**config.mk**
```make
export PLATFORM = sky130hd
export DESIGN_NAME = timer_array_flat
export DESIGN_NICKNAME = d
export VERILOG_FILES = /design/src/rtl/timer_array_if.sv /design/src/rtl/timer_array.sv /design/src/flat_wrapper.sv
export SDC_FILE = /design/constraint.sdc
export NUM_CORES = 1
export LEC_CHECK = 0
export ABC_AREA = 1
export CAP_MARGIN = 30
export CELL_PAD_IN_SITES_DETAIL_PLACEMENT = 1
export CELL_PAD_IN_SITES_GLOBAL_PLACEMENT = 2
export CORE_MARGIN = 4
export CORE_UTILIZATION = 32
export CTS_CLUSTER_SIZE = 20
export DETAILED_ROUTE_END_ITERATION = 10
export GPL_ROUTABILITY_DRIVEN = 1
export GPL_TIMING_DRIVEN = 0
export PLACE_DENSITY = 0.84
export SLEW_MARGIN = 10
export SYNTH_ARGS = -nofsm -noshare
export SYNTH_HDL_FRONTEND = slang
export SYNTH_SLANG_ARGS = --single-unit
```
**constraint.sdc**
```tcl
create_clock -name clk -period 12.8 [get_ports clk]
set_input_delay 2.56 -clock clk [delete_from_list [all_inputs] [get_ports clk]]
set_output_delay 2.56 -clock clk [all_outputs]
set_load 0.1 [all_outputs]
```
**src/rtl/timer_array_if.sv**
```systemverilog
// timer_array_if: single-cycle word bus between the Bridge and the timer array.
interface timer_array_if;
    logic        We;
    logic [31:0] ADDR;
    logic [31:0] Din;
    logic [31:0] Dout;
    modport master (output We, ADDR, Din, input Dout);
    modport slave (input We, ADDR, Din, output Dout);
endinterface

```
**src/rtl/timer_array.sv**
```systemverilog
// timer_array: NUM_CH prescaled down-counters (one-shot/auto-reload/square-wave) with maskable IRQs.
// Optional TIMER_GLOBAL_STATUS_EN adds a global IFLAG status/clear register at channel index NUM_CH.
module timer_array #(
    parameter int NUM_CH   = 4,
    parameter int WIDTH    = 32,
    parameter int PS_WIDTH = 16
) (
    input  logic              clk,
    input  logic              reset,
    timer_array_if.slave      bus,
    output logic              IRQ,
    output logic [NUM_CH-1:0] IRQ_VEC,
    output logic [NUM_CH-1:0] WAVE
);
    logic [NUM_CH-1:0]   en, im, iflag, wave, wsel, stop, act, tick, expire, gclr;
    logic [1:0]          mode     [NUM_CH];
    logic [WIDTH-1:0]    preset   [NUM_CH];
    logic [WIDTH-1:0]    count    [NUM_CH];
    logic [PS_WIDTH-1:0] prescale [NUM_CH];
    logic [PS_WIDTH-1:0] ps       [NUM_CH];
    logic [2:0]          ch;
    logic [1:0]          sel;
    logic                unused;
    assign ch      = bus.ADDR[6:4];
    assign sel     = bus.ADDR[3:2];
    assign unused  = ^{bus.ADDR[31:7], bus.ADDR[1:0], bus.Din};
    assign IRQ_VEC = iflag & im;
    assign IRQ     = |IRQ_VEC;
    assign WAVE    = wave;
`ifdef TIMER_GLOBAL_STATUS_EN
    assign gclr = (bus.We && {1'b0, ch} == 4'(NUM_CH) && sel == 2'd0) ? bus.Din[NUM_CH-1:0] : '0;
`else
    assign gclr = '0;
`endif
    // A CTRL write with EN=0 freezes the channel in the same cycle, so it also masks that cycle's tick.
    always_comb begin
        wsel   = '0;
        stop   = '0;
        act    = '0;
        tick   = '0;
        expire = '0;
        for (int c = 0; c < NUM_CH; c++) begin
            wsel[c]   = bus.We && ch == 3'(c);
            stop[c]   = wsel[c] && sel == 2'd0 && !bus.Din[0];
            act[c]    = en[c] && !stop[c];
            tick[c]   = act[c] && ps[c] == prescale[c];
            expire[c] = tick[c] && count[c] == WIDTH'(1);
        end
    end
    always_ff @(posedge clk or posedge reset) begin
        if (reset) begin
            en    <= '0;
            im    <= '0;
            iflag <= '0;
            wave  <= '0;
            for (int c = 0; c < NUM_CH; c++) begin
                mode[c]     <= '0;
                preset[c]   <= '0;
                count[c]    <= '0;
                prescale[c] <= '0;
                ps[c]       <= '0;
            end
        end else begin
            for (int c = 0; c < NUM_CH; c++) begin
                if (act[c]) ps[c] <= tick[c] ? '0 : ps[c] + PS_WIDTH'(1);
                if (tick[c]) begin
                    if (count[c] > WIDTH'(1)) count[c] <= count[c] - WIDTH'(1);
                    else if (expire[c]) begin
                        count[c] <= ^mode[c] ? preset[c] : '0;
                        if (!(^mode[c])) en[c] <= 1'b0;
                        if (mode[c] == 2'd2) wave[c] <= ~wave[c];
                    end else if (!(^mode[c])) en[c] <= 1'b0;
                end
                // Clear first, then set, so an expiry in the same cycle wins.
                if ((wsel[c] && sel == 2'd0 && bus.Din[4]) || gclr[c]) iflag[c] <= 1'b0;
                if (expire[c]) iflag[c] <= 1'b1;
                if (wsel[c] && sel == 2'd0) begin
                    mode[c] <= bus.Din[2:1];
                    im[c]   <= bus.Din[3];
                    if (!bus.Din[0]) en[c] <= 1'b0;
                    else if (!en[c]) begin
                        en[c]    <= 1'b1;
                        count[c] <= preset[c];
                        ps[c]    <= '0;
                    end
                end
                if (wsel[c] && sel == 2'd1) preset[c] <= bus.Din[WIDTH-1:0];
                if (wsel[c] && sel == 2'd3) prescale[c] <= bus.Din[PS_WIDTH-1:0];
            end
        end
    end
    always_comb begin
        bus.Dout = '0;
        for (int c = 0; c < NUM_CH; c++)
            if (ch == 3'(c))
                bus.Dout = sel == 2'd0 ? {27'b0, iflag[c], im[c], mode[c], en[c]} :
                           sel == 2'd1 ? 32'(preset[c]) :
                           sel == 2'd2 ? 32'(count[c]) : 32'(prescale[c]);
`ifdef TIMER_GLOBAL_STATUS_EN
        if ({1'b0, ch} == 4'(NUM_CH) && sel == 2'd0) bus.Dout = 32'(iflag);
`endif
    end
endmodule

```
**src/flat_wrapper.sv**
```systemverilog
// flat-port wrapper written by rule: the top's interface ports become plain ports
module timer_array_flat 
#(
    parameter int NUM_CH   = 4,
    parameter int WIDTH    = 32,
    parameter int PS_WIDTH = 16
)
  (clk, reset, IRQ, IRQ_VEC, WAVE, bus_We, bus_ADDR, bus_Din, bus_Dout);
  timer_array_if bus_i ();
  input  logic clk;
  input  logic reset;
  output logic IRQ;
  output logic [NUM_CH-1:0] IRQ_VEC;
  output logic [NUM_CH-1:0] WAVE;
  input wire logic [$bits(bus_i.We)-1:0] bus_We;
  input wire logic [$bits(bus_i.ADDR)-1:0] bus_ADDR;
  input wire logic [$bits(bus_i.Din)-1:0] bus_Din;
  output wire logic [$bits(bus_i.Dout)-1:0] bus_Dout;
  assign bus_i.We = bus_We;
  assign bus_i.ADDR = bus_ADDR;
  assign bus_i.Din = bus_Din;
  assign bus_Dout = bus_i.Dout;
  timer_array #(.NUM_CH(NUM_CH), .WIDTH(WIDTH), .PS_WIDTH(PS_WIDTH)) u_core (.clk(clk), .reset(reset), .bus(bus_i), .IRQ(IRQ), .IRQ_VEC(IRQ_VEC), .WAVE(WAVE));
endmodule
```
==> impl_metrics.csv <==
group,metric,value,unit
clock_network,ctsHoldBuffers,0,
status,status,"finished clean",
final_layout,nNetsFinal,3967,
final_layout,multi_input_area,13200,um^2
critical_path,reg2reg_depth,10,
logic_synthesis,synthArstFlopShare,100,%
power,peakVddDrop,0.000102,V
power,swShare,39.7,%
grt,grt_pass1_vias,28098,
detailed_routing,drtIter0Drc,2711,
final_layout,nFillCells,10194,
logic_synthesis,synth_edf_count,0,
clock_network,cts_resized,0,
floorplanning,die_area,86100,um^2
critical_path,criticalPathCategory,"in -> out",
timing,min_period,9.32,ns
clock_network,clock_latency,0.62,ns
detailed_routing,remaining_drc_errors,0,
grt,busiest_layer,"met2",
hold_path,hold_depth,1,
floorplanning,fp.coreArea,80700,um^2
clock_network,cts-root-buf,"clkbuf_16",
clock_network,cts.reportedPaths.clkPinSlew,0.06,ns
timing,clock_skew,0.0224,ns
grt,grt_max_degree,36,
timing,setup_viol,0,
final_layout,seq_area,10200,um^2
hold_path,hold_class,"reg -> reg",
floorplanning,pin_count,108,
logic_synthesis,post-synth-top-area-fraction,39.2,%
critical_path,crit_arrival,6.76,ns
detailed_routing,vias,27961,
hold_path,hp-start,"u_core.WAVE[0]",
logic_synthesis,post-synth-top-count-cell,"nand2_1",
logic_synthesis,syn_avg_cell_area,6.97,um^2
critical_path,r2r-end,"u_core.en[3]",
grt,grt_pass1_wl,191000,um
clock_network,clock-sinks,408,
timing,setup_tns,0,ns
critical_path,endpoint_kind,"primary output",
power,leakagePower,14.3,nW
critical_path,reg2reg_from,"u_core.count[0]",
logic_synthesis,synth-seq-area-share,39.2,%
power,internal-power,2.99,mW
critical_path,startpoint,"bus_ADDR[3]",
floorplanning,die_w,293,um
timing,slew-limit-headroom,30.3,%
detailed_routing,vias_per_cell,5.61,
placed_design,post_dp_cell_area,28500,um^2
critical_path,cp.required,10.24,ns
grt,overflow,0,
grt,antenna_found_initial,4,
critical_path,critPathMaxFanout,10,
power,pwr-share-comb,28.3,%
placed_design,portBuffers,77,
logic_synthesis,synthesis.nets,3821,
clock_network,cts_tree,"done",
grt,met2_usage,45.8,%
flow_run,drv_cap,0,
grt,grt.total_usage,29.7,%
logic_synthesis,synth_commonest_cells,"nand2_1 (950), inv_1 (489), dfrtp_1 (408)",
grt,globalRouteMet3Util,5.73,%
final_layout,drive_gt1_share,5.81,%
logic_synthesis,synth_top_area_cell,"dfrtp_1",
final_layout,areaGrowthSynthToFinish,16.4,%
clock_network,cts_buffer_depth,3,
final_layout,stdcell_area,30300,um^2
logic_synthesis,syn_area,26100,um^2
final_layout,fin_cells,4987,
timing,fmax,107,MHz
grt,use_met1,40.8,%
timing,finalHoldViolations,0,
timing,rsz0062_at_grt,"false",
floorplanning,start_util,32.3,%
placed_design,placed_cells,4890,
detailed_routing,ant_nets,0,
power,power.density,163,nW/um^2
logic_synthesis,ys_ff_latch,408,
logic_synthesis,synthDistinctLibCells,62,
timing,drv_slew,0,
clock_network,post_cts_buffers,0,
placed_design,place_congestion,1.06,
logic_synthesis,synth_area_leaders,"dfrtp_1 (39%), nand2_1 (14%), o21ai_0 (7.4%), inv_1 (7.0%), nor2_1 (5.1%)",
floorplanning,die_h,293,um
critical_path,r2r_slack,9.86,ns
power,seqPwrFrac,38.6,%
timing,min_period_over_period,72.8,%
detailed_routing,first_pass_iters,5,
power,clockPowerShare,33.1,%
floorplanning,fp-row-count,104,
logic_synthesis,synth_flop_cell,"dfrtp_1",
detailed_routing,wl_per_cell,26.2,um
clock_network,cts_made_buffers,52,
critical_path,startpoint_type,"input port",
logic_synthesis,syn_inst,3738,
detailed_routing,wl,130000,um
clock_network,htreeDepth,2,
timing,holdWs,0.465,ns
logic_synthesis,yosys_warnings,0,
power,power,4.95,mW
hold_path,holdPathEnd,"u_core.WAVE[0]",
power,p_switching,1.97,mW
timing,worstMarginPinSlew,1.05,ns
placed_design,dp_hpwl,101000,um
## through the flow
step | worst slack [ns] | utilization (%)
floorplan | 4.74 | -
global placement | 1.22 | 34.9
detailed placement | 3.65 | 35.3
CTS | 3.63 | 37.6
global route | 3.44 | 37.6
finish | 3.48 | 37.6
## metal layers
layer	up-vias	share of wire (%)
met2	1058	44
met1	14090	44
met4	0	5.0
li1	12595	-
met5	-	0
met3	218	7.8
## logic make-up (layout without fill, tap and decap cells)
family,after synthesis,count (layout),synth area share [%]
and+or+nand+nor,1668,1668,26.9
other,0,2,0
buffers and inverters,672,859,10.3
DFF,408,408,39.2
AOI/OAI and AO/OA,854,854,18.9
xor gates and xnor gates,120,120,4.03
adders and majority gates,16,16,0.768
## area by class of cell
cell class              instances  share of cell area (%)
inverters                     513                    6.45
clock buffers                  70                    4.94
repair buffers                 92                    3.50
multi-input cells            2658                    43.4
flip-flops and latches        408                    33.6
well taps                    1060                    4.37
diodes                          2                  0.0165
plain buffers                 159                    2.40
clock inverters                25                    1.23
## critical path: stages
cell	delay, ns
buf_6	0.16
inv_8	0.09
nor2_2	0.37
clkbuf_1	0.59
clkbuf_1	0.66
a221oi_1	0.33
a41oi_1	0.68
clkdlybuf4s50_1	1.28
## layout by cell type (no fill, tap or decap), drive strengths merged, types with 38 or more instances in the layout
cell             n
nor3            47
o21ai          393
dfrtp          408
o22ai          130
nor2           375
nand2          961
clkbuf         179
nand4           55
xnor2           39
inv            512
buf             65
xor2            81
nand3          212
a21oi          182
clkdlybuf4s50   77
o211ai          38
## sequential cells by signal, indices dropped and copies added, names as in the netlist
register,cells
u_core.en,4
u_core.preset,128
u_core.count,128
u_core.iflag,4
u_core.mode,8
u_core.WAVE,4
u_core.prescale,64
u_core.ps,64
u_core.im,4
## power by group through the flow
stage | sequential [mW] | combinational, mW | clock (mW)
floorplan | 1.76 | 0.960 | 0
global placement | 1.91 | 1.33 | 0
detailed placement | 1.92 | 1.38 | 0
CTS | 1.90 | 1.39 | 1.66
global route | 1.94 | 1.56 | 1.71
finish | 1.91 | 1.40 | 1.64
## how the worst max path moves through the flow
stage                        to  slack [ns]  cells after the start
2_1_floorplan    u_core.WAVE[0]        4.74                      1
3_3_place_gp   u_core.count[58]        1.22                      2
3_5_place_dp       bus_Dout[28]        3.65                      8
4_1_cts            bus_Dout[28]        3.63                      8
5_1_grt            bus_Dout[27]        3.44                      8
6_report           bus_Dout[28]        3.48                      8
(Power assumes the default switching activity.)
